[src/rtl/adc_resp_pkg.sv]
// Shared types and sizes for the MCP3002-style SPI responder.
package adc_resp_pkg;

  localparam int ADC_BITS  = 10;
  localparam int CFG_BITS  = 3;
  localparam int LSBF_BITS = 9;
  localparam int CNT_W     = 4;

  typedef enum logic [2:0] {
    ST_IDLE,
    ST_WAIT_START,
    ST_CFG,
    ST_NULL,
    ST_DATA,
    ST_LSBF,
    ST_DONE
  } state_e;

  // States in which an early CS release truncates a frame.
  function automatic logic is_abortable(input state_e s);
    return s inside {ST_WAIT_START, ST_CFG, ST_NULL, ST_DATA};
  endfunction

endpackage

[src/rtl/sync_edge_det.sv]
// N-stage synchronizer with registered rise/fall pulses for one asynchronous pin.
module sync_edge_det #(
  parameter int   STAGES    = 2,
  parameter logic RESET_VAL = 1'b0
) (
  input  logic clk,
  input  logic rst_n,
  input  logic din,
  output logic rise,
  output logic fall
);

  logic [STAGES-1:0] sync_q;
  logic              prev_q;

  // NOTE: the chain resets to the pin's idle level so that reset release
  // with the pin idle never produces a phantom edge.
  always_ff @(posedge clk or negedge rst_n) begin
    if (!rst_n) begin
      sync_q <= {STAGES{RESET_VAL}};
      prev_q <= RESET_VAL;
      rise   <= 1'b0;
      fall   <= 1'b0;
    end else begin
      sync_q <= {sync_q[STAGES-2:0], din};
      prev_q <= sync_q[STAGES-1];
      rise   <= sync_q[STAGES-1] & ~prev_q;
      fall   <= ~sync_q[STAGES-1] & prev_q;
    end
  end

endmodule

[src/rtl/adc_spi_responder.sv]
// SPI responder emulating a 10-bit, 2-channel MCP3002 ADC on an oversampling clock.
// Define ADC_RESP_LSBF_EN to append the LSB-first tail on MSBF=0 frames.
module adc_spi_responder
  import adc_resp_pkg::*;
#(
  parameter int SYNC_STAGES = 2
) (
  input  logic                sysclk,
  input  logic                rst_n,
  input  logic                adc_sck,
  input  logic                adc_cs,
  input  logic                sdata_to_adc,
  output logic                sdata_from_adc,
  output logic                sdo_oe,
  input  logic [ADC_BITS-1:0] sample_ch0,
  input  logic [ADC_BITS-1:0] sample_ch1,
  output logic                sample_strobe,
  output logic                channel,
  output logic                sgl_diff,
  output logic                busy,
  output logic                abort
);

  logic sck_rise, sck_fall, cs_rise, cs_fall, sdi;
  logic [SYNC_STAGES-1:0] sdi_sync_q;

  sync_edge_det #(.STAGES(SYNC_STAGES), .RESET_VAL(1'b0)) u_sck_det (
    .clk(sysclk), .rst_n(rst_n), .din(adc_sck), .rise(sck_rise), .fall(sck_fall)
  );

  sync_edge_det #(.STAGES(SYNC_STAGES), .RESET_VAL(1'b1)) u_cs_det (
    .clk(sysclk), .rst_n(rst_n), .din(adc_cs), .rise(cs_rise), .fall(cs_fall)
  );

  // SDI is read one cycle after the edge pulse, so the plain chain lines up with it.
  always_ff @(posedge sysclk or negedge rst_n) begin
    if (!rst_n) sdi_sync_q <= '0;
    else        sdi_sync_q <= {sdi_sync_q[SYNC_STAGES-2:0], sdata_to_adc};
  end
  assign sdi = sdi_sync_q[SYNC_STAGES-1];

  state_e              state_q, state_d;
  logic [CNT_W-1:0]    cnt_q, cnt_d;
  logic [ADC_BITS-1:0] shreg_q, shreg_d;
  logic                sgl_cap_q, sgl_cap_d, odd_cap_q, odd_cap_d;
  logic                sdo_d, oe_d, strobe_d, chan_d, sgl_d, busy_d, abort_d;
`ifdef ADC_RESP_LSBF_EN
  logic                msbf_q, msbf_d;
`endif

  // NOTE: registers use non-blocking assignments so every flop samples the
  // pre-edge values, independent of statement order.
  always_ff @(posedge sysclk or negedge rst_n) begin
    if (!rst_n) begin
      state_q        <= ST_IDLE;
      cnt_q          <= '0;
      shreg_q        <= '0;
      sgl_cap_q      <= 1'b0;
      odd_cap_q      <= 1'b0;
      sdata_from_adc <= 1'b0;
      sdo_oe         <= 1'b0;
      sample_strobe  <= 1'b0;
      channel        <= 1'b0;
      sgl_diff       <= 1'b0;
      busy           <= 1'b0;
      abort          <= 1'b0;
`ifdef ADC_RESP_LSBF_EN
      msbf_q         <= 1'b1;
`endif
    end else begin
      state_q        <= state_d;
      cnt_q          <= cnt_d;
      shreg_q        <= shreg_d;
      sgl_cap_q      <= sgl_cap_d;
      odd_cap_q      <= odd_cap_d;
      sdata_from_adc <= sdo_d;
      sdo_oe         <= oe_d;
      sample_strobe  <= strobe_d;
      channel        <= chan_d;
      sgl_diff       <= sgl_d;
      busy           <= busy_d;
      abort          <= abort_d;
`ifdef ADC_RESP_LSBF_EN
      msbf_q         <= msbf_d;
`endif
    end
  end

  // NOTE: every target gets a default first, so no path can infer a latch.
  always_comb begin
    state_d   = state_q;
    cnt_d     = cnt_q;
    shreg_d   = shreg_q;
    sgl_cap_d = sgl_cap_q;
    odd_cap_d = odd_cap_q;
    sdo_d     = sdata_from_adc;
    oe_d      = sdo_oe;
    strobe_d  = 1'b0;
    chan_d    = channel;
    sgl_d     = sgl_diff;
    busy_d    = busy;
    abort_d   = 1'b0;
`ifdef ADC_RESP_LSBF_EN
    msbf_d    = msbf_q;
`endif

    // A CS release outranks any SCK edge seen in the same cycle.
    if (cs_rise && state_q != ST_IDLE) begin
      state_d = ST_IDLE;
      sdo_d   = 1'b0;
      oe_d    = 1'b0;
      busy_d  = 1'b0;
      abort_d = is_abortable(state_q);
    end else begin
      unique case (state_q)
        ST_IDLE: begin
          sdo_d = 1'b0;
          oe_d  = 1'b0;
          if (cs_fall) begin
            state_d = ST_WAIT_START;
            busy_d  = 1'b1;
          end
        end
        ST_WAIT_START: if (sck_rise && sdi) begin
          state_d = ST_CFG;
          cnt_d   = '0;
        end
        ST_CFG: if (sck_rise) begin
          cnt_d = cnt_q + 1'b1;
          if (cnt_q == '0) begin
            sgl_cap_d = sdi;
          end else if (cnt_q == CNT_W'(CFG_BITS - 2)) begin
            odd_cap_d = sdi;
          end else begin
`ifdef ADC_RESP_LSBF_EN
            msbf_d = sdi;
`endif
            shreg_d  = odd_cap_q ? sample_ch1 : sample_ch0;
            strobe_d = 1'b1;
            chan_d   = odd_cap_q;
            sgl_d    = sgl_cap_q;
            state_d  = ST_NULL;
          end
        end
        ST_NULL: if (sck_fall) begin
          sdo_d   = 1'b0;
          oe_d    = 1'b1;
          cnt_d   = CNT_W'(ADC_BITS - 1);
          state_d = ST_DATA;
        end
        // Rotating keeps the sample intact for the LSB-first replay.
        ST_DATA: if (sck_fall) begin
          sdo_d   = shreg_q[ADC_BITS-1];
          shreg_d = {shreg_q[ADC_BITS-2:0], shreg_q[ADC_BITS-1]};
          cnt_d   = cnt_q - 1'b1;
          if (cnt_q == '0) begin
`ifdef ADC_RESP_LSBF_EN
            if (!msbf_q) begin
              state_d = ST_LSBF;
              cnt_d   = CNT_W'(LSBF_BITS - 1);
            end else begin
              state_d = ST_DONE;
            end
`else
            state_d = ST_DONE;
`endif
          end
        end
        ST_LSBF: if (sck_fall) begin
          sdo_d   = shreg_q[1];
          shreg_d = {shreg_q[0], shreg_q[ADC_BITS-1:1]};
          cnt_d   = cnt_q - 1'b1;
          if (cnt_q == '0) state_d = ST_DONE;
        end
        ST_DONE: if (sck_fall) sdo_d = 1'b0;
        default: state_d = ST_IDLE;
      endcase
    end
  end

endmodule

[config.mk]
export PLATFORM = sky130hd
export DESIGN_NAME = adc_spi_responder
export DESIGN_NICKNAME = d
export VERILOG_FILES = /design/src/rtl/adc_resp_pkg.sv /design/src/rtl/sync_edge_det.sv /design/src/rtl/adc_spi_responder.sv
export SDC_FILE = /design/constraint.sdc
export NUM_CORES = 1
export LEC_CHECK = 0
export BUFFER_PORTS_ARGS = -buffer_cell sky130_fd_sc_hd__buf_4
export CORE_MARGIN = 2
export CORE_UTILIZATION = 31
export CTS_CLUSTER_SIZE = 16
export DETAILED_ROUTE_END_ITERATION = 6
export MAX_ROUTING_LAYER = met4
export SKIP_LAST_GASP = 1
export SLEW_MARGIN = 15
export SYNTH_ARGS = -nofsm -noshare
export SYNTH_HDL_FRONTEND = slang
export SYNTH_SLANG_ARGS = --single-unit
[constraint.sdc]
create_clock -name sysclk -period 2.7 [get_ports sysclk]
set_input_delay 0.675 -clock sysclk [delete_from_list [all_inputs] [get_ports sysclk]]
set_output_delay 0.675 -clock sysclk [all_outputs]
set_load 0.01 [all_outputs]
== Yosys cells after proc, flatten, opt, wreduce, memory -nomap -nowiden ==
Index checks and enable logic that the tools add are counted.

* Register bits after elaboration: 38
* Latch bits: 0
* Bits in writable memories: 0
* Bits in read-only memories: 0
* Input port bits: 25
* Output and inout port bits: 7
* Memories kept: 0

* $add $sub $neg: 2
* Multiply operators: 0
* Div/mod/pow operators: 0
* Order comparisons: 0
* Equality and inequality tests: 27
* Shift-type cells: 0
* Muxes and demuxes: 39
* Bitwise operators: 11
* Reduce and logical (&&, ||, !) cells: 23

{| class="wikitable"
|+ Operators with widths
! cell !! number
|-
| 10-bit two-way mux || 6
|-
| 10-bit one-hot mux with 3 select lines || 1
|-
| 3-bit two-way mux || 9
|-
| 3-bit by 2-bit != test with 1-bit output, second input constant || 6
|-
| 3-bit one-hot mux with 6 select lines || 1
|-
| 4-bit two-way mux || 4
|-
| 4-bit one-hot mux with 4 select lines || 1
|-
| 1-bit two-way mux || 15
|-
| 2-bit by 1-bit != test with 1-bit output, second input constant || 6
|-
| 5-bit AND reduction || 2
|-
| 3-bit equality test, second input constant || 3
|-
| 3-bit by 1-bit != test with 1-bit output, second input constant || 3
|-
| 9-bit AND reduction || 1
|-
| 3-bit nonzero test || 3
|-
| 4-bit AND reduction || 2
|-
| 4-bit nonzero test || 2
|-
| 1-bit inverter || 7
|-
| 7-bit AND reduction || 1
|-
| 3-bit by 2-bit equality test with 1-bit output, second input constant || 2
|-
| 2-bit != test, second input constant || 3
|-
| 3-bit != test, second input constant || 2
|-
| 6-bit AND reduction || 1
|-
| 5-bit nonzero test || 1
|-
| 4-bit by 1-bit adder with 4-bit output, second input constant || 1
|-
| other kinds (12) || 19
|}

== Longest topological paths before layout ==
Gate-level depths: netlist (run 1).

* Word-level depth: 6
* Depth in mapped cells: 6
* Mapped depth without buffers: 6

== Modules after synthesis ==
Synthesis (run 1) repeated with hierarchy kept, for this count alone.

* Cell total of the unflattened synthesis: 197
* Area, all modules: 2,099.5 um2

{| class="wikitable"
|+ By module, submodules not included
! module !! times used !! cells an instance !! area an instance (um2)
|-
| adc_spi_responder || 1 || 183 || 1,815.5
|-
| sync_edge_det at u_cs_det || 1 || 7 || 143.9
|-
| sync_edge_det at u_sck_det || 1 || 7 || 140.1
|}

== Least setup slack after synthesis (run 1) ==
Ideal clock, no wire load.

* Path kind: reg-to-reg
* Start: register cnt_q[0]
* End: register shreg_q[0]
* Arrival: 1,629 ps
* Data required time: 2,575 ps
* Setup slack: 946 ps
* Cell stages (with the launch flop): 7
* Path buffers: 0
* Cell sequence: dfrtp_1 -> inv_1 -> ha_1 -> nor2_1 -> o311ai_1 -> a21oi_4 -> mux2_2

* Longest elaborated chain between the ends: 3
* Elaborated cells on any way between the ends: 5

{| class="wikitable"
|+ RTL lines
! element !! RTL line !! text
|-
| start, declared || adc_spi_responder.sv:43 || <nowiki>logic [CNT_W-1:0] cnt_q, cnt_d;</nowiki>
|-
| start signal, assigned || adc_spi_responder.sv:72 || <nowiki>cnt_q <= cnt_d;</nowiki>
|-
| 4-bit by 1-bit equality test with 1-bit output / 4-bit zero test (equally long branches) || adc_spi_responder.sv:132, adc_spi_responder.sv:130 ||
|-
| 2-bit != test (no line) || -- ||
|-
| 7-bit AND reduction (no line) * || -- ||
|-
| end signal, assigned || adc_spi_responder.sv:73 || <nowiki>shreg_q <= shreg_d;</nowiki>
|-
| end, declared || adc_spi_responder.sv:44 || <nowiki>logic [ADC_BITS-1:0] shreg_q, shreg_d;</nowiki>
|}

Every way passes the cells marked *; elsewhere a longest branch is shown, timed or not.
A chain may end at the register's enable or synchronous reset.

== Worst setup path after layout (run 1) ==
* Start: register state_q[2]
* End: register shreg_q[3]

* Longest elaborated chain between the ends: 4
* Elaborated cells on any way between the ends: 14

{| class="wikitable"
|+ RTL lines
! element !! RTL line !! text
|-
| start, declared || adc_spi_responder.sv:42 || <nowiki>state_e state_q, state_d;</nowiki>
|-
| start signal, assigned || adc_spi_responder.sv:71 || <nowiki>state_q <= state_d;</nowiki>
|-
| branches (longest 4 deep; another with 7-bit AND reduction) || -- ||
|}

Several ways; the timed one is not identified.

==> metrics.log, run 1 <==
[metrics] count of unique library cells instantiated by Yosys: 46
[metrics] weighted congestion reported at the end of routability-driven placement: between 0.8 and 0.9
[metrics] placed standard-cell area: 2341 µm²
[metrics] total number of clock tree sinks: 38
[metrics] height of the die: roughly 85 µm
[metrics] global-route wire length before repair: 7079 µm
[metrics] sum of overflow across all layers after global routing: 0
[metrics] diode insertion count for antenna repair: 0
[metrics] ys async rst share: 100.0%
[metrics] number of detailed-route iterations in the first pass: 4
[metrics] number of H-tree levels: 2
[metrics] synthesized net count: 220
[metrics] number of primary I/O pins: 32
[metrics] crit path DAT: 2.17 ns
[metrics] syn avg cell area: 10.68 µm²
[metrics] number of max-slew violations in the final report: 0
[metrics] worst setup skew after layout: 0.003347 ns
[metrics] Top FF cell, synth: dfrtp_1
[metrics] kind of cell adding the most delay to the critical path: compound AO/OA/AOI/OAI gates
[metrics] max_cap viols: 0
[metrics] Max stage delay cell, worst path: dfrtp_1
[metrics] initial core utilization: 32.14%
[metrics] result of the run: finished, final reports clean
[metrics] worst-case headroom to the max-slew limit: a little under three fifths
[metrics] via-per-instance ratio: 5.010
[metrics] sort of element at the end of the critical path: register
[metrics] buffers and inverters on the worst path: 0
[metrics] DP HPWL: 2827 µm
[metrics] buffers from clock root to sink, at most: 2
[metrics] Die Span X: 85.14 µm
[metrics] total number of yosys warnings: 0
[metrics] number of endpoints with negative hold slack in the final report: 0
[metrics] fraction of final layout cells sized beyond drive strength 1: between 20% and 30%
[metrics] path type of the worst setup path: register to register
[metrics] largest fanout on the critical path: 10
[metrics] most used cells in the layout excluding fill and tap cells: dfrtp_1 (35), buf_4 (35), mux2_2 (17)
[metrics] Layout area overhead: 20.42%
[metrics] net switching power: 0.5529 mW
[metrics] crit path launch type: register
[metrics] CTS buffer count: 5
[metrics] Internal: 1.207 mW
[metrics] antenna violations before repair: 0
[metrics] power per unit of standard cell area: about 720 nW/µm²
[metrics] Std-Cell Rows: 29
[metrics] cells resized by post-CTS repair: 0
[metrics] path type of the worst min-delay path: input port to asynchronous set/reset pin
[metrics] timing-limited maximum frequency: between 500 and 600 MHz
[metrics] average wire per cell in the routed design: ~14 µm
[metrics] drt drc: 0
[metrics] cell-by-cell trace of the critical path: nor3b_4 -> o311ai_1 -> a21oi_4 -> mux2_2
[metrics] Mapped Cells: 191
[metrics] initial detailed-routing violation count: 105
[metrics] delay of the slowest cell on the worst path: 0.51 ns
[metrics] part of the power in registers: 43.2%
[metrics] Clock Power Share: ~29%
[metrics] worst-case vdd ir drop: just under 400 µV
[metrics] required time of the critical path: 2.88 ns
[metrics] period utilization: between 70% and 80%
[metrics] fraction of synthesized cell area taken by the top area cell type: 42.92%
[metrics] Netlist Area Pre-Place: 2041 µm²
[metrics] clock tree from TritonCTS: built
[metrics] number of nets in the finished design: around 250
[metrics] number of global-route vias before repair: 1499
[metrics] sequential share of the synthesized area: roughly 47%
[metrics] antenna viol nets, final: 0
[metrics] quantity of hold-fixing buffers added after cts: 0
[metrics] clk slew on worst S/H paths: 0.08 ns
[metrics] most area-consuming cells after synthesis: dfrtp_1 (43%), mux2_2 (9.4%), mux2i_1 (5.4%)
[metrics] PortBufs: 31
[metrics] flip-flop and latch count after synthesis: 38
[metrics] latest clock arrival within the worst-skew pair: 0.29 ns
[metrics] leakage: 1.095 nW
[metrics] All-Layer GR Usage: approximately 13%
[metrics] buffer type at the clock tree root: clkbuf_8
[metrics] number of enable flip-flop cells after synthesis: 0
[metrics] final number of setup-violating endpoints: 0
[metrics] unrepaired setup endpoints after global routing: false
[metrics] Non-Filler Cell Area, Final: around 2500 µm²
[metrics] Setup Total Neg Slack: 0 ns
[metrics] area of the placeable core: 6350 µm²
[metrics] Worst-Margin Slew: ~0.66 ns
[metrics] die outline area: 7248 µm²
[metrics] final period demand of the worst path: 1.995 ns
[metrics] Combinational Power Share: about 28%
[metrics] biggest area consumer among synthesized cells: dfrtp_1
[metrics] share of total power consumed by net switching: 31.42%
[metrics] post-CTS repair timing setup buffer count: 0
[metrics] number of vias in the routed layout: 1493
[metrics] pin count of the biggest net entering global routing: 39
[metrics] final routed wirelength across all metal layers: 4085 µm
[flip-flops by register name, indices dropped and copies added, names as in the netlist]
name and cells:
sgl_diff 1, sample_strobe 1, sdata_from_adc 1, u_cs_det.sync_q 2, sdi_sync_q 2, u_sck_det.prev_q 1
sgl_cap_q 1, u_cs_det.prev_q 1, u_sck_det.fall 1, sdo_oe 1, cnt_q 4, abort 1
shreg_q 10, u_sck_det.sync_q 2, busy 1, u_cs_det.rise 1, u_cs_det.fall 1, state_q 3
u_sck_det.rise 1, odd_cap_q 1, channel 1
[metrics by stage]
step	utilization, %	setup WS, ns	hold WS (ns)	total power, mW	instances
finish	38.70	0.7049	0.3351	1.759	298
global route	38.70	0.6148	0.3647	1.881	298
CTS	38.70	0.7107	0.3518	1.780	298
detailed placement	36.87	0.7292	0.3347	1.271	290
global placement	36.87	0.7653	0.3364	1.260	290
floorplan	-	0.9464	0.3312	1.122	191
[cells by family after synthesis]
kind of cell / synth area share [%]
adder cells (fa/ha/maj): 2.453
flip-flops: 46.78
multiplexers: 14.78
AND/OR/NAND/NOR: 15.51
AO/OA/AOI/OAI: 16.25
XOR/XNOR: 0.4293
buffers and inverters: 3.801
[final timing paths]
| path | start | endpoint | slack (ns) | cells after the start |
|---|---|---|---|---|
| worst max-delay path | state_q[2]$_DFFE_PN0P_ | shreg_q[3]$_DFFE_PN0P_ | 0.70 | 4 |
| worst min-delay path | rst_n | abort$_DFF_PN0_ | 0.34 | 1 |
| max in group asynchronous | rst_n | u_cs_det.sync_q[0]$_DFF_PN1_ | 2.00 | 1 |
| worst max register to register | state_q[2]$_DFFE_PN0P_ | shreg_q[3]$_DFFE_PN0P_ | 0.70 | 4 |
| worst min register to register | sdi_sync_q[0]$_DFF_PN0_ | sdi_sync_q[1]$_DFF_PN0_ | 0.35 | 0 |
| min in group sysclk | sdi_sync_q[0]$_DFF_PN0_ | sdi_sync_q[1]$_DFF_PN0_ | 0.35 | 0 |
[power by group through the flow]
stage	sequential (mW)	combinational (mW)	clock, mW
after floorplan	0.731	0.391	0
after global placement	0.770	0.490	0
after detailed placement	0.772	0.499	0
after CTS	0.761	0.501	0.518
after global routing	0.778	0.565	0.538
final	0.759	0.495	0.505
[cells in the mapped netlist (3+ instances only)]
library cell and n:
a21oi_1 15, clkbuf_1 6, inv_1 5, nand3_1 5, mux2_2 17, o21ai_0 7, dfstp_2 3, nor2_1 6
nand2b_1 3, nor2b_1 15, buf_2 5, a31oi_1 3, dfrtp_1 35, a211oi_1 9, ha_1 4, mux2i_1 11
nand2_1 8
[cell type report]
cell class	count	area, µm²
clock buffer	7	86.33
fill	619	3892
multi-input combinational	135	1008
inverter	5	18.77
tap	77	96.34
sequential	38	954.7
clock inverter	1	30.03
timing repair buffer	35	262.8
[per-layer routing]
metal | up-vias | wire (µm) | GRT usage, %
li1 | 751 | - | -
met1 | 718 | 2121 | 17.31
met2 | 16 | 1772 | 17.97
met3 | 8 | 128 | 3.210
met4 | 0 | 61 | 4.329
met5 | - | 0 | -
(Power assumes the default switching activity.)
==> run 2, diff against run 1 <==
- clock period: 2.7 -> 2.05 ns (I/O delays scaled with it)
==> metrics.log, run 2 (synthesis results as in run 1) <==
[metrics] result of the run: finished, final reports clean
[metrics] Layout area overhead: 22.56%
[metrics] sort of element at the end of the critical path: register
[metrics] max_cap viols: 0 (unchanged)
[metrics] diode insertion count for antenna repair: 0 (unchanged)
[metrics] met2 routing resource usage after global routing: 19.74% (+1.8 points)
[metrics] antenna viol nets, final: 0 (unchanged)
[metrics] met3 layer usage reported by global route: 3.405% (+0.19 points)
[metrics] buffer type at the clock tree root: clkbuf_8
[metrics] initial detailed-routing violation count: 113 (+7.6%)
[metrics] global-route wire length before repair: 7203 µm (+1.8%)
[metrics] largest fanout on the critical path: 10 (unchanged)
[metrics] area of the placeable core: 6350 µm² (unchanged)
[metrics] crit path DAT: 2.06 ns (-0.11 ns)
[metrics] max reg flops: 10 (unchanged)
[metrics] worst setup slack after placement: 0.09081 ns (-0.6384 ns)
[metrics] die outline area: 7248 µm² (unchanged)
[metrics] setup slack of the critical path after layout: 0.1613 ns (-0.5436 ns)
[metrics] Combinational Power Share: 29.9% (+1.8 points)
[metrics] clk slew on worst S/H paths: 0.08 ns (about the same)
[metrics] number of endpoints with negative hold slack in the final report: 0 (unchanged)
[metrics] latest clock arrival within the worst-skew pair: 0.29 ns (about the same)
[metrics] clock tree from TritonCTS: built
[metrics] part of the power in registers: 46.3% (+3.1 points)
[metrics] register-to-register setup slack: 0.16 ns (-0.54 ns)
[metrics] antenna violations before repair: 0 (unchanged)
[metrics] number of detailed-route iterations in the first pass: 4 (unchanged)
[metrics] number of max-slew violations in the final report: 0 (unchanged)
[metrics] Clock Power Share: 23.8% (-4.9 points)
[metrics] number of primary I/O pins: 32 (unchanged)
[metrics] number of global-route vias before repair: 1542 (+2.9%)
[metrics] final number of setup-violating endpoints: 0 (unchanged)
[metrics] crit path launch type: register
[metrics] leakage: 1.111 nW (+1.5%)
[metrics] Std-Cell Rows: 29 (unchanged)
[metrics] power per unit of standard cell area: 887.7 nW/µm² (+24%)
[metrics] pin count of the biggest net entering global routing: 39 (unchanged)
[metrics] final routed wirelength across all metal layers: 4123 µm (+0.93%)
[metrics] area of the multi-input gates: 1016 µm² (+0.74%)
[metrics] most common library cell in the layout ignoring fill and taps: buf_4
[metrics] required time of the critical path: 2.22 ns (-0.66 ns)
[metrics] beginning of the worst register-to-register path: cnt_q[0]$_DFFE_PN0P_
[metrics] final hold slack: 0.1692 ns (-0.1659 ns)
[metrics] Internal: 1.491 mW (+24%)
[metrics] PortBufs: 31 (unchanged)
[metrics] final period demand of the worst path: 1.889 ns (-0.1064 ns)
[metrics] fraction of final layout cells sized beyond drive strength 1: 31.42% (+1.6 points)
[metrics] path type of the worst setup path: register to register
[metrics] DP HPWL: 2963 µm (+4.8%)
[metrics] weighted congestion reported at the end of routability-driven placement: 0.8113 (-3.2%)
[metrics] drt drc: 0 (unchanged)
[metrics] worst setup skew after layout: 0.009073 ns (+0.005726 ns)
[metrics] Die Span X: 85.14 µm (unchanged)
[metrics] R2R Path End: shreg_q[3]$_DFFE_PN0P_
[metrics] All-Layer GR Usage: 12.84% (+0.28 points)
[metrics] sum of overflow across all layers after global routing: 0 (unchanged)
[metrics] share of total power consumed by net switching: 32.86% (+1.4 points)
[metrics] height of the die: 85.14 µm (unchanged)
[metrics] unrepaired setup endpoints after global routing: false
[metrics] cell depth of the worst flop-to-flop path: 7 (+3)
[metrics] number of vias in the routed layout: 1559 (+4.4%)
[metrics] initial core utilization: 32.14% (unchanged)
[metrics] number of H-tree levels: 2 (unchanged)
[metrics] Setup Total Neg Slack: 0 ns (unchanged)
[metrics] average wire per cell in the routed design: 13.61 µm (-0.74%)
[metrics] number of nets in the finished design: 254 (+2.0%)
[metrics] total number of clock tree sinks: 38 (unchanged)
[metrics] Filler Cell Count: 621 (+0.32%)
[metrics] Largest Register: shreg_q
[metrics] worst-case headroom to the max-slew limit: 57.25% (+1.2 points)
[metrics] sum of internal, switching and leakage power: 2.220 mW (+26%)
[metrics] path type of the worst min-delay path: input port to asynchronous set/reset pin
[metrics] Largest regs: shreg_q: 10 flops, cnt_q: 4 flops, state_q: 3 flops
[metrics] sequential cell area: 954.7 µm² (unchanged)
[metrics] timing-limited maximum frequency: 529.5 MHz (+5.6%)
[metrics] via-per-instance ratio: 5.145 (+2.7%)
[metrics] met1 GRT Util: 16.29% (-1.0 points)
[metrics] worst-case vdd ir drop: 383.5 µV (-2.8%)
[metrics] period utilization: 92.13% (+18 points)
[metrics] Final Core Density: 39.39% (+0.69 points)
[metrics] most used cells in the layout excluding fill and tap cells: buf_4 (38), dfrtp_1 (35), mux2_2 (17)
[metrics] net switching power: 0.7296 mW (+32%)
[metrics] buffers from clock root to sink, at most: 2 (unchanged)
[metrics] Worst-Margin Slew: 0.6412 ns (-0.01788 ns)
[metrics] CTS buffer count: 5 (unchanged)
[metrics] layer carrying the most global-route usage: met2
==> run 2: cell type report <==
class	count	share of cell area, %
sequential	38	38.17
multi-input combinational	135	40.62
timing repair buffer	40	13.01
clock buffer	8	3.602
inverter	5	0.7504
tap	77	3.852
==> run 2: worst max-delay path: stages, from the launching register on <==
cell      delay (ns)
dfrtp_1         0.47
inv_1           0.11
ha_1            0.26
nor2_1          0.15
o311ai_2        0.12
a21oi_4         0.18
buf_12          0.15
mux2_2          0.33
==> run 2: worst max-delay path by stage <==
stage,endpoint,slack [ns],from,depth (start not counted)
detailed placement,shreg_q[3]$_DFFE_PN0P_,0.09,cnt_q[0]$_DFFE_PN0P_,6
floorplan,shreg_q[0]$_DFFE_PN0P_,0.30,cnt_q[0]$_DFFE_PN0P_,6
global route,shreg_q[3]$_DFFE_PN0P_,0.07,cnt_q[0]$_DFFE_PN0P_,7
CTS,shreg_q[3]$_DFFE_PN0P_,0.08,cnt_q[0]$_DFFE_PN0P_,6
finish,shreg_q[3]$_DFFE_PN0P_,0.16,cnt_q[0]$_DFFE_PN0P_,7
global placement,shreg_q[4]$_DFFE_PN0P_,0.15,cnt_q[0]$_DFFE_PN0P_,6
==> run 2: power groups by stage <==
| stage | clock (mW) | sequential, mW | combinational (mW) |
|---|---|---|---|
| floorplan | 0 | 0.963 | 0.515 |
| global route | 0.587 | 1.06 | 0.750 |
| global placement | 0 | 1.04 | 0.648 |
| CTS | 0.548 | 1.02 | 0.665 |
| finish | 0.528 | 1.03 | 0.664 |
| detailed placement | 0 | 1.04 | 0.658 |
==> run 2: layer usage <==
layer | vias to the layer above | wire (µm)
met5 | - | 0
met4 | 0 | 61
met3 | 6 | 129
met2 | 23 | 1949
met1 | 758 | 1983
li1 | 772 | -
==> run 2: what timing repair did <==
| item | in CTS | in global routing |
|---|---|---|
| setup endpoints to repair | 0 | 10 |
| setup buffers | 0 | 1 |
| hold buffers | 0 | 0 |
| gates resized for setup | 0 | 1 |
==> run 2: through the flow <==
step                cells  cell area (µm²)
floorplan             191             2041
global placement      294             2384
detailed placement    294             2384
CTS                   302             2474
global route          303             2501
finish                303             2501
